[src/rtl/ixc_assign_pipe.sv]
// Elastic R->L word pipe: DEPTH valid/ready register stages, or a plain assign when DEPTH=0.
// Latency DEPTH cycles at 1 word/cycle; stalls backpressure to r_ready. Option: IXC_ASSIGN_PIPE_PARITY_EN.
module ixc_assign_pipe #(
  parameter int WIDTH = 34,
  parameter int DEPTH = 2,
  parameter int OCC_W = 4
) (
  input  logic             clk,
  input  logic             rst,
  input  logic [WIDTH-1:0] R,
  input  logic             r_valid,
  output logic             r_ready,
  output logic [WIDTH-1:0] L,
  output logic             l_valid,
  input  logic             l_ready,
  output logic [OCC_W-1:0] occ,
  output logic             par_err
);

  generate
    if (DEPTH == 0) begin : g_comb
      logic unused_clk_rst;
      assign unused_clk_rst = clk ^ rst;
      assign L       = R;
      assign l_valid = r_valid;
      assign r_ready = l_ready;
      assign occ     = '0;
      assign par_err = 1'b0;
    end else begin : g_pipe
      logic [WIDTH-1:0] d    [DEPTH];
      logic [WIDTH-1:0] up_d [DEPTH];
      logic [DEPTH-1:0] v, up_v, adv, ld;
      logic [OCC_W-1:0] occ_q;
      logic             in_x, out_x;

      always_comb begin
        up_v    = '0;
        up_v[0] = r_valid;
        up_d[0] = R;
        for (int k = 1; k < DEPTH; k++) begin
          up_v[k] = v[k-1];
          up_d[k] = d[k-1];
        end
      end

      // adv[k]: stage k's word moves on this cycle; a stage loads when empty or advancing.
      always_comb begin
        adv          = '0;
        adv[DEPTH-1] = l_ready;
        for (int k = DEPTH - 2; k >= 0; k--) begin
          adv[k] = ~v[k+1] | adv[k+1];
        end
        ld = ~v | adv;
      end

      assign r_ready = ld[0];
      assign l_valid = v[DEPTH-1];
      assign L       = d[DEPTH-1];
      assign in_x    = r_valid & ld[0];
      assign out_x   = v[DEPTH-1] & l_ready;
      assign occ     = occ_q;

      // Data only moves with a valid word so an empty output keeps its last value.
      always_ff @(posedge clk or posedge rst) begin
        if (rst) begin
          v     <= '0;
          occ_q <= '0;
          for (int k = 0; k < DEPTH; k++) d[k] <= '0;
        end else begin
          for (int k = 0; k < DEPTH; k++) begin
            if (ld[k]) begin
              v[k] <= up_v[k];
              if (up_v[k]) d[k] <= up_d[k];
            end
          end
          case ({in_x, out_x})
            2'b10:   occ_q <= occ_q + OCC_W'(1);
            2'b01:   occ_q <= occ_q - OCC_W'(1);
            default: occ_q <= occ_q;
          endcase
        end
      end

`ifdef IXC_ASSIGN_PIPE_PARITY_EN
      logic [DEPTH-1:0] p, up_p;
      logic             perr_q;

      always_comb begin
        up_p    = '0;
        up_p[0] = ^R;
        for (int k = 1; k < DEPTH; k++) up_p[k] = p[k-1];
      end

      always_ff @(posedge clk or posedge rst) begin
        if (rst) begin
          p      <= '0;
          perr_q <= 1'b0;
        end else begin
          for (int k = 0; k < DEPTH; k++) begin
            if (ld[k] && up_v[k]) p[k] <= up_p[k];
          end
          if (out_x && ((^d[DEPTH-1]) != p[DEPTH-1])) perr_q <= 1'b1;
        end
      end

      assign par_err = perr_q;
`else
      assign par_err = 1'b0;
`endif
    end
  endgenerate

endmodule

[config.mk]
export PLATFORM = sky130hd
export DESIGN_NAME = ixc_assign_pipe
export DESIGN_NICKNAME = d
export VERILOG_FILES = /design/src/rtl/ixc_assign_pipe.sv
export SDC_FILE = /design/constraint.sdc
export NUM_CORES = 1
export LEC_CHECK = 0
export BUFFER_PORTS_ARGS = -buffer_cell sky130_fd_sc_hd__buf_2
export CORE_AREA = 2 2 82 84
export DETAILED_ROUTE_END_ITERATION = 16
export DIE_AREA = 0 0 84 86
export HOLD_SLACK_MARGIN = 0.1
export PLACE_DENSITY = 0.75
export REMOVE_ABC_BUFFERS = 1
export SYNTH_ARGS = -nofsm -noshare
export SYNTH_HDL_FRONTEND = slang
export SYNTH_SLANG_ARGS = --single-unit
[constraint.sdc]
create_clock -name clk -period 3.3 [get_ports clk]
set_input_delay 0.99 -clock clk [delete_from_list [all_inputs] [get_ports clk]]
set_output_delay 0.99 -clock clk [all_outputs]
set_load 0.01 [all_outputs]
==> flow_summary_export.csv, run 1 <==
group,metric,value,unit
outcome,outcome,"complete, no violations",
power_and_ir_drop,sequentialPowerShare,48.7,%
sta,fmax,0.407,GHz
power_and_ir_drop,power.internal,1.84,mW
sta,report.final.slew_viol_count,0,
logic_synthesis,ys_seq_area_share,59.5,%
drt,vias,1675,
cts,cts_max_path_buffers,2,
power_and_ir_drop,switchingPower,0.667,mW
drt,wl,4670,um
sta,finalCriticalPeriod,2.45,ns
flow_run,cap_violations,0,
die,die_w,84,um
setup_path,critical_path_class,"primary input to primary output",
logic_synthesis,ys_ff_latch,74,
placement,io_buffers,77,
setup_path,r2r_setup_slack,1.37,ns
setup_path,required,2.31,ns
setup_path,endpoint_kind,"primary output",
layout,final_area,3580,sq um
setup_path,regToRegEndpoint,"occ[3]$_DFFE_PP0P_",
drt,drtPass1Iterations,4,
drt,drtIter0Drc,41,
logic_synthesis,ys_types,19,
logic_synthesis,yosysWarnings,0,
power_and_ir_drop,power_leakage,1.68,nW
cts,clk_pin_slew,0.07,ns
placement,gp_congestion,0.696,
die,initial_core_util,49.6,%
layout,final_common_cell,"buf_2",
cts,clkLatencyLatePin,0.33,ns
sta,skew,0.00730,ns
logic_synthesis,synth_area_per_cell,14.8,sq um
global_routing,grt_first_pass_wirelength,7990,um
power_and_ir_drop,peakVddDrop,0.350,mV
drt,drc,0,
sta,worstMarginPinSlew,0.782,ns
sta,period_share,74.4,%
placement,dp_hpwl,3280,um
global_routing,grt_max_degree,39,
hold_path,hold_class,"flop to flop",
die,boundaryPins,79,
setup_path,worst-path-max-fanout,3,
cts,clock_sinks,74,
layout,nets,302,
layout,diodes,0,
logic_synthesis,syn_area,3110,sq um
sta,rsz0062_at_grt,"false",
cts,root_buffer,"clkbuf_8",
layout,drive_gt1_share,37.6,%
layout,final_cell_mix,"buf_2, dfrtp_1, mux2_1",
placement,place_area,3350,sq um
drt,viasPerCell,4.88,
setup_path,start_kind,"primary input",
drt,wire_per_inst,13.6,um
global_routing,grt_pass1_vias,1738,
power_and_ir_drop,powerDensity,699,nW/um^2
die,die_y,86,um
power_and_ir_drop,power_frac_clock,31.0,%
placement,dp_slack,0.696,ns
hold_path,hp-start,"occ[3]$_DFFE_PP0P_",
die,rows,29,
sta,finalSetupViolations,0,
hold_path,min_to,"occ[3]$_DFFE_PP0P_",
cts,cts.htree.levels,3,
die,die-area,7220,sq um
global_routing,track_usage,14.3,%
die,core_area,6280,sq um
cts,cts_buffers,9,
cts,cts_setup_buffers,0,
power_and_ir_drop,combPwrFrac,20.3,%
drt,drtAntennaViolNets,0,
setup_path,r2r.worst_path.cells,7,
hold_path,min_path_cells,1,
sta,hold_viol_final,0,
setup_path,worstPathArrival,1.46,ns
global_routing,grt_overflow_total,0,
logic_synthesis,synth_cells,210,
sta,slew_headroom,47.8,%
layout,syn_to_final_growth,15.1,%
power_and_ir_drop,p_sw_share,26.6,%
cts,ctsResizeCount,0,
global_routing,antenna_found_initial,0,
setup_path,cp-startpoint,"l_ready",
cts,cts_tree,"yes",
setup_path,worstReg2RegStart,"g_pipe.v[0]$_DFFE_PP0N_",
sta,setup_ws,0.845,ns
cts,ctsHoldBuffers,0,
## per-layer routing
| metal | GRT usage (%) | vias up | part of all wire (%) |
|---|---|---|---|
| li1 | - | 785 | - |
| met1 | 17.2 | 832 | 44 |
| met2 | 22.9 | 52 | 48 |
| met3 | 6.16 | 6 | 7.3 |
| met4 | 5.72 | 0 | 1.0 |
| met5 | 0 | - | 0 |
## worst max-delay path, stage by stage
cell,delay (ns)
buf_2,0.10
nand3b_1,0.20
buf_2,0.17
## worst max-delay path by stage
| stage | end |
|---|---|
| floorplan | occ[3]$_DFFE_PP0P_ |
| global placement | occ[3]$_DFFE_PP0P_ |
| CTS | r_ready |
| detailed placement | occ[3]$_DFFE_PP0P_ |
| finish | r_ready |
| global route | r_ready |
## layout make-up
cell class | instances | area, sq um
clock buffers | 12 | 155
inverters | 1 | 3.75
fillers | 525 | 2690
clock inverters | 4 | 73.8
well taps | 77 | 96.3
multi-input cells | 94 | 962
flip-flops and latches | 74 | 1850
repair buffers | 81 | 440
## Yosys cell counts
| cell type | instances | area (sq um) |
|---|---|---|
| o21ai_0 | 1 | 5.00 |
| buf_4 | 38 | 285 |
| xnor2_1 | 1 | 8.76 |
| nor2_1 | 1 | 3.75 |
| xor2_1 | 4 | 35.0 |
| nand2_1 | 3 | 11.3 |
| or4b_1 | 1 | 10.0 |
| inv_1 | 1 | 3.75 |
| a21oi_1 | 1 | 5.00 |
| a31oi_1 | 1 | 6.26 |
| and2_1 | 1 | 6.26 |
| ha_1 | 3 | 37.5 |
| or3_2 | 1 | 7.51 |
| dfrtp_1 | 74 | 1850 |
| conb_1 | 1 | 3.75 |
| nand2b_1 | 4 | 25.0 |
| buf_2 | 3 | 15.0 |
| mux2_1 | 69 | 777 |
| nand3b_1 | 2 | 15.0 |
## state kept, by name, indices dropped and copies added (netlist names)
name	flops
L	34
g_pipe.d	34
occ	4
g_pipe.v	2
## kinds of logic (layout without fill, tap and decap cells)
family | Yosys count | count (layout) | synth area share, %
flops | 74 | 74 | 59.5
compound gates | 3 | 3 | 0.522
xor+xnor | 5 | 5 | 1.41
other cells | 1 | 1 | 0.120
simple gates | 13 | 13 | 2.53
fa+ha+maj | 3 | 3 | 1.21
mux | 69 | 69 | 25.0
buf+inv | 42 | 98 | 9.77
## power by group through the flow
| stage | Combinational (mW) | Clock [mW] | Sequential (mW) |
|---|---|---|---|
| after floorplan | 0.234 | 0 | 1.29 |
| after global placement | 0.510 | 0 | 1.23 |
| after detailed placement | 0.522 | 0 | 1.24 |
| after CTS | 0.523 | 0.803 | 1.22 |
| after global routing | 0.562 | 0.844 | 1.25 |
| final | 0.508 | 0.777 | 1.22 |
## per-stage QoR
stage | power, mW | hold WS, ns | std cells | TNS [ns] | utilization (%)
after floorplan | 1.52 | 0.454 | 169 | -0.117 | -
after global placement | 1.74 | 0.458 | 327 | 0 | 53.4
after detailed placement | 1.76 | 0.465 | 327 | 0 | 53.4
after CTS | 2.55 | 0.475 | 343 | 0 | 57.1
after global routing | 2.65 | 0.485 | 343 | 0 | 57.1
final | 2.50 | 0.477 | 343 | 0 | 57.1
Power figures use the tool's default switching activity.
==> run 2, diff against run 1 <==
--- a/config.mk
+++ b/config.mk
@@ -6,11 +6,11 @@
 export NUM_CORES = 1
 export LEC_CHECK = 0
 export BUFFER_PORTS_ARGS = -buffer_cell sky130_fd_sc_hd__buf_2
-export CORE_AREA = 2 2 82 84
+export CORE_AREA = 2 2 85 87
 export DETAILED_ROUTE_END_ITERATION = 16
-export DIE_AREA = 0 0 84 86
+export DIE_AREA = 0 0 87 89
 export HOLD_SLACK_MARGIN = 0.1
-export PLACE_DENSITY = 0.75
+export PLACE_DENSITY = 0.73
 export REMOVE_ABC_BUFFERS = 1
 export SYNTH_ARGS = -nofsm -noshare
 export SYNTH_HDL_FRONTEND = slang
==> constraint.sdc (replaced) <==
create_clock -name clk -period 2.1 [get_ports clk]
set_input_delay 0.63 -clock clk [delete_from_list [all_inputs] [get_ports clk]]
set_output_delay 0.63 -clock clk [all_outputs]
set_load 0.01 [all_outputs]
==> run 2 against run 1 <==
  * Sequential share of layout area is 0.50 points lower
  * Die area is 7.2% higher
  * Design area grew 0.98%
  * Clock power up 61%
  * Hold slack got worse by 0.10 ns
  * Sequential power is 57% higher
  * Register-to-register slack got worse by 1.1 ns
  * Combinational power up 58%
  * Critical endpoint is now occ[3]$_DFFE_PP0P_
==> flow_summary_export.csv, run 2 (same netlist as run 1, synthesis figures left out) <==
group,metric,value,unit
layout,diodes,0,
cts,cts_setup_buffers,0,
setup_path,max_stage_delay,0.47,ns
cts,ctsResizeCount,0,
cts,root_buffer,"clkbuf_8",
drt,vias,1679,
cts,clock_sinks,74,
layout,nets,305,
placement,place_area,3380,sq um
global_routing,grt_overflow_total,0,
setup_path,cp_cell_sequence,"nand3b_1, nand2_2, ha_1, nand2b_1, or4b_1, a31oi_1, xor2_1",
outcome,outcome,"complete, no violations",
setup_path,critical_path_class,"flop to flop",
die,die_y,89,um
layout,num-fill-cells,583,
global_routing,grt_pass1_vias,1684,
placement,dp_hpwl,3280,um
setup_path,cp.buffers_inverters,0,
setup_path,endpoint_kind,"flop",
setup_path,crit_family,"simple AND/OR/NAND/NOR gates",
setup_path,r2r.worst_path.cells,7,
setup_path,worst-path-max-fanout,3,
cts,cts_buffers,9,
power_and_ir_drop,powerDensity,1100,nW/um^2
global_routing,antenna_found_initial,0,
cts,ctsHoldBuffers,0,
global_routing,track_usage,13.2,%
flow_run,cap_violations,0,
die,core_area,6720,sq um
sta,skew,0.00760,ns
global_routing,use_met3,6.00,%
setup_path,worstPathArrival,2.10,ns
layout,final_cell_mix,"buf_2, dfrtp_1, mux2_1",
global_routing,grt.busiest_layer,"met2",
placement,gp_congestion,0.701,
layout,final_common_cell,"buf_2",
hold_path,hold_class,"primary input to asynchronous set/reset pin",
die,rows,30,
power_and_ir_drop,peakVddDrop,0.496,mV
layout,drive_gt1_share,38.7,%
placement,io_buffers,77,
drt,drc,0,
cts,cts.htree.levels,3,
sta,rsz0062_at_grt,"false",
layout,final_core_util,53.9,%
die,initial_core_util,46.3,%
cts,clkLatencyLatePin,0.33,ns
power_and_ir_drop,total_power,3.97,mW
sta,hold_viol_final,0,
sta,period_share,87.6,%
drt,drtAntennaViolNets,0,
global_routing,grtUsageMet2,21.7,%
drt,drtPass1Iterations,4,
setup_path,r2r_setup_slack,0.26,ns
setup_path,start_kind,"flop",
sta,finalSetupViolations,0,
die,die-area,7740,sq um
layout,final_area,3620,sq um
die,boundaryPins,79,
drt,drtIter0Drc,34,
setup_path,required,2.36,ns
power_and_ir_drop,power_leakage,1.70,nW
global_routing,grt_first_pass_wirelength,7720,um
drt,wire_per_inst,13.6,um
setup_path,worstReg2RegStart,"g_pipe.v[0]$_DFFE_PP0N_",
drt,wl,4740,um
die,die_w,87,um
cts,cts_tree,"yes",
sta,holdWs,0.375,ns
sta,report.final.slew_viol_count,0,
sta,finalCriticalPeriod,1.84,ns
cts,cts_max_path_buffers,2,
setup_path,regToRegEndpoint,"occ[3]$_DFFE_PP0P_",
drt,viasPerCell,4.81,
sta,fmax,0.543,GHz
cts,clk_pin_slew,0.07,ns
setup_path,cp-startpoint,"g_pipe.v[0]$_DFFE_PP0N_",
layout,syn_to_final_growth,16.2,%
setup_path,cp_slowest_cell,"or4b_1",
global_routing,grt_max_degree,75,
global_routing,grt_util_met1,15.5,%
## run 2: changes by cell type in the layout (fill, tap and decap cells not counted), sizes merged
cell	before	now
buf	81	84
clkinv	2	1
clkinvlp	0	1
## run 2: worst reg2reg max path: cells and delay by family, from the launching register on
kind	cells	cell delay, ns
AOI/OAI and AO/OA	1	0.20
adders and majority gates	1	0.20
xor gates and xnor gates	1	0.15
DFF	1	0.40
and+or+nand+nor	4	0.81
## run 2: per-stage QoR
step           TNS (ns)  setup WS (ns)  std cells
4_1_cts               0          0.243        349
3_3_place_gp    -0.0529        -0.0383        333
5_1_grt               0          0.124        349
3_5_place_dp     -0.141        -0.0856        333
6_report              0          0.259        349
2_1_floorplan    -37.35         -0.913        169
## run 2: worst max path at each step
stage                               endpoint  cells past startpoint
after detailed placement  occ[3]$_DFFE_PP0P_                      8
after global placement    occ[3]$_DFFE_PP0P_                      8
after floorplan           occ[3]$_DFFE_PP0P_                      7
final                     occ[3]$_DFFE_PP0P_                      7
after global routing      occ[3]$_DFFE_PP0P_                      7
after CTS                 occ[3]$_DFFE_PP0P_                      7
## run 2: layout make-up
type | instances | area, sq um | area share (%)
sequential | 74 | 1850 | 51.2
clock inverter | 4 | 72.6 | 2.01
tap | 80 | 100 | 2.77
clock buffer | 12 | 165 | 4.56
multi-input combinational | 94 | 962 | 26.6
timing repair buffer | 84 | 463 | 12.8
inverter | 1 | 3.75 | 0.104
## run 2: report_power, final
| part | internal, mW | switching [mW] | total (mW) | leakage [nW] |
|---|---|---|---|---|
| logic | 0.418 | 0.387 | 0.805 | 0.715 |
| clock network | 0.764 | 0.490 | 1.25 | 0.119 |
| registers | 1.74 | 0.175 | 1.91 | 0.863 |
## run 2: per-layer routing
metal / vias to the layer above / part of all wire, %
li1: 789 / -
met1: 834 / 42
met2: 51 / 49
met3: 5 / 7.5
met4: 0 / 1.3
met5: - / 0
==> run 3, diff against run 2 <==
==> config.mk (replaced) <==
export PLATFORM = sky130hd
export DESIGN_NAME = ixc_assign_pipe
export DESIGN_NICKNAME = d
export VERILOG_FILES = /design/src/rtl/ixc_assign_pipe.sv
export SDC_FILE = /design/constraint.sdc
export NUM_CORES = 1
export LEC_CHECK = 0
export CORE_AREA = 2 2 82 84
export DETAILED_ROUTE_END_ITERATION = 16
export DIE_AREA = 0 0 84 86
export DONT_BUFFER_PORTS = 1
export HOLD_SLACK_MARGIN = 0.1
export PLACE_DENSITY = 0.67
export REMOVE_ABC_BUFFERS = 1
export SYNTH_ARGS = -nofsm -noshare
export SYNTH_HDL_FRONTEND = slang
export SYNTH_SLANG_ARGS = --single-unit
==> run 3 against run 2 <==
  * Die area fell by 6.7%
  * Largest cell class unchanged
  * Via count decreased by 16%
  * Non-clock buffer count decreased by 77
  * Flip-flop and latch count stayed put
  * Critical endpoint unchanged
  * Largest power group unchanged
  * Setup slack got worse by 0.13 ns
  * Register-to-register slack got worse by 0.13 ns
  * Clock power down 14%
==> flow_summary_export.csv, run 3 (same netlist as run 1, synthesis figures left out) <==
group,metric,value,unit
setup_path,critical_path_class,"flop to flop",
drt,drtPass1Iterations,4,
cts,clock_sinks,74,
setup_path,worstPathArrival,2.23,ns
power_and_ir_drop,power_leakage,1.36,nW
placement,gp_congestion,0.737,
layout,diodes,0,
setup_path,required,2.36,ns
sta,fmax,0.507,GHz
cts,clk_pin_slew,0.07,ns
layout,num-fill-cells,534,
cts,cts_buffers,9,
drt,drtAntennaViolNets,0,
cts,cts.htree.levels,3,
sta,rsz0062_at_grt,"false",
power_and_ir_drop,peakVddDrop,0.577,mV
global_routing,grt_pass1_vias,1593,
drt,drtIter0Drc,24,
drt,wire_per_inst,17.8,um
placement,dp_hpwl,3420,um
die,boundaryPins,79,
sta,report.final.slew_viol_count,0,
setup_path,r2r_setup_slack,0.13,ns
sta,finalSetupViolations,0,
die,rows,29,
layout,nets,228,
sta,finalCriticalPeriod,1.97,ns
drt,wl,4770,um
cts,clkLatencyLatePin,0.34,ns
placement,dp_slack,-0.0651,ns
drt,vias,1414,
setup_path,start_kind,"flop",
placement,place_area,2980,sq um
drt,viasPerCell,5.28,
die,die_y,86,um
global_routing,track_usage,14.5,%
sta,skew,0.0105,ns
power_and_ir_drop,powerDensity,1130,nW/um^2
die,initial_core_util,49.6,%
setup_path,endpoint_kind,"flop",
cts,cts_tree,"yes",
die,core_area,6280,sq um
global_routing,grt_first_pass_wirelength,7980,um
layout,drive_gt1_share,14.1,%
hold_path,hold_class,"primary input to asynchronous set/reset pin",
flow_run,cap_violations,0,
global_routing,grt_max_degree,75,
cts,cts_max_path_buffers,2,
layout,final_area,3180,sq um
sta,period_share,93.9,%
global_routing,antenna_found_initial,0,
cts,ctsHoldBuffers,0,
setup_path,worst-path-max-fanout,4,
outcome,outcome,"complete, no violations",
drt,drc,0,
placement,io_buffers,0,
sta,setup_ws,0.129,ns
layout,final_common_cell,"dfrtp_1",
cts,root_buffer,"clkbuf_8",
sta,holdWs,0.247,ns
die,die_w,84,um
power_and_ir_drop,total_power,3.59,mW
sta,hold_viol_final,0,
global_routing,grt_overflow_total,0,
layout,final_cell_mix,"dfrtp_1, mux2_1, clkbuf_8",
layout,syn_to_final_growth,2.13,%
die,die-area,7220,sq um
-- run 3: report_power, final --
group,switching [mW],internal [mW]
logic,0.203,0.249
registers,0.332,1.74
clock network,0.491,0.577
-- run 3: critical path: stages (launching register included) --
cell and delay, ns:
dfrtp_2 0.44, nand3b_1 0.13, nand2_2 0.10, ha_1 0.22, nand2b_1 0.16, or4b_1 0.48
a31oi_2 0.21, xor2_1 0.16
-- run 3: final timing paths --
check | to | start | cells past startpoint
min in group clk | g_pipe.d[62]$_DFFE_PP0P_ | R[28] | 1
hold / removal | g_pipe.d[40]$_DFFE_PP0P_ | rst | 2
setup reg to reg | occ[3]$_DFFE_PP0P_ | g_pipe.v[1]$_DFFE_PP0P_ | 7
setup / recovery | occ[3]$_DFFE_PP0P_ | g_pipe.v[1]$_DFFE_PP0P_ | 7
max in group asynchronous | L[11]$_DFFE_PP0P_ | rst | 2
hold reg to reg | L[12]$_DFFE_PP0P_ | g_pipe.d[46]$_DFFE_PP0P_ | 1
-- run 3: layout make-up --
| type | count | area [sq um] | share of cell area (%) |
|---|---|---|---|
| repair buffers | 7 | 65.1 | 2.05 |
| clock inverters | 4 | 51.3 | 1.61 |
| clock buffers | 11 | 141 | 4.45 |
| multi-input cells | 94 | 968 | 30.5 |
| well taps | 77 | 96.3 | 3.03 |
| inverters | 1 | 3.75 | 0.118 |
| flip-flops and latches | 74 | 1850 | 58.3 |
-- run 3: through the flow --
step / cells / util [%] / setup TNS (ns)
after global routing: 268 / 50.6 / 0
after floorplan: 169 / - / -37.35
final: 268 / 50.6 / 0
after detailed placement: 253 / 47.4 / -0.120
after global placement: 253 / 47.4 / 0
after CTS: 268 / 50.5 / 0
-- run 3: timing repair --
action | CTS | global route
gates resized for setup | 0 | 3
setup buffers | 0 | 0
setup endpoints to repair | 0 | 2
hold endpoints to repair | 0 | 0
-- run 3: routing by layer --
layer  GRT usage [%]  share of wire (%)  up-vias
met2            24.9                 51       52
met3            7.03                9.4        8
met5               0                  0        -
met4            7.48                1.9        0
met1            14.9                 38      726
li1                -                  -      628
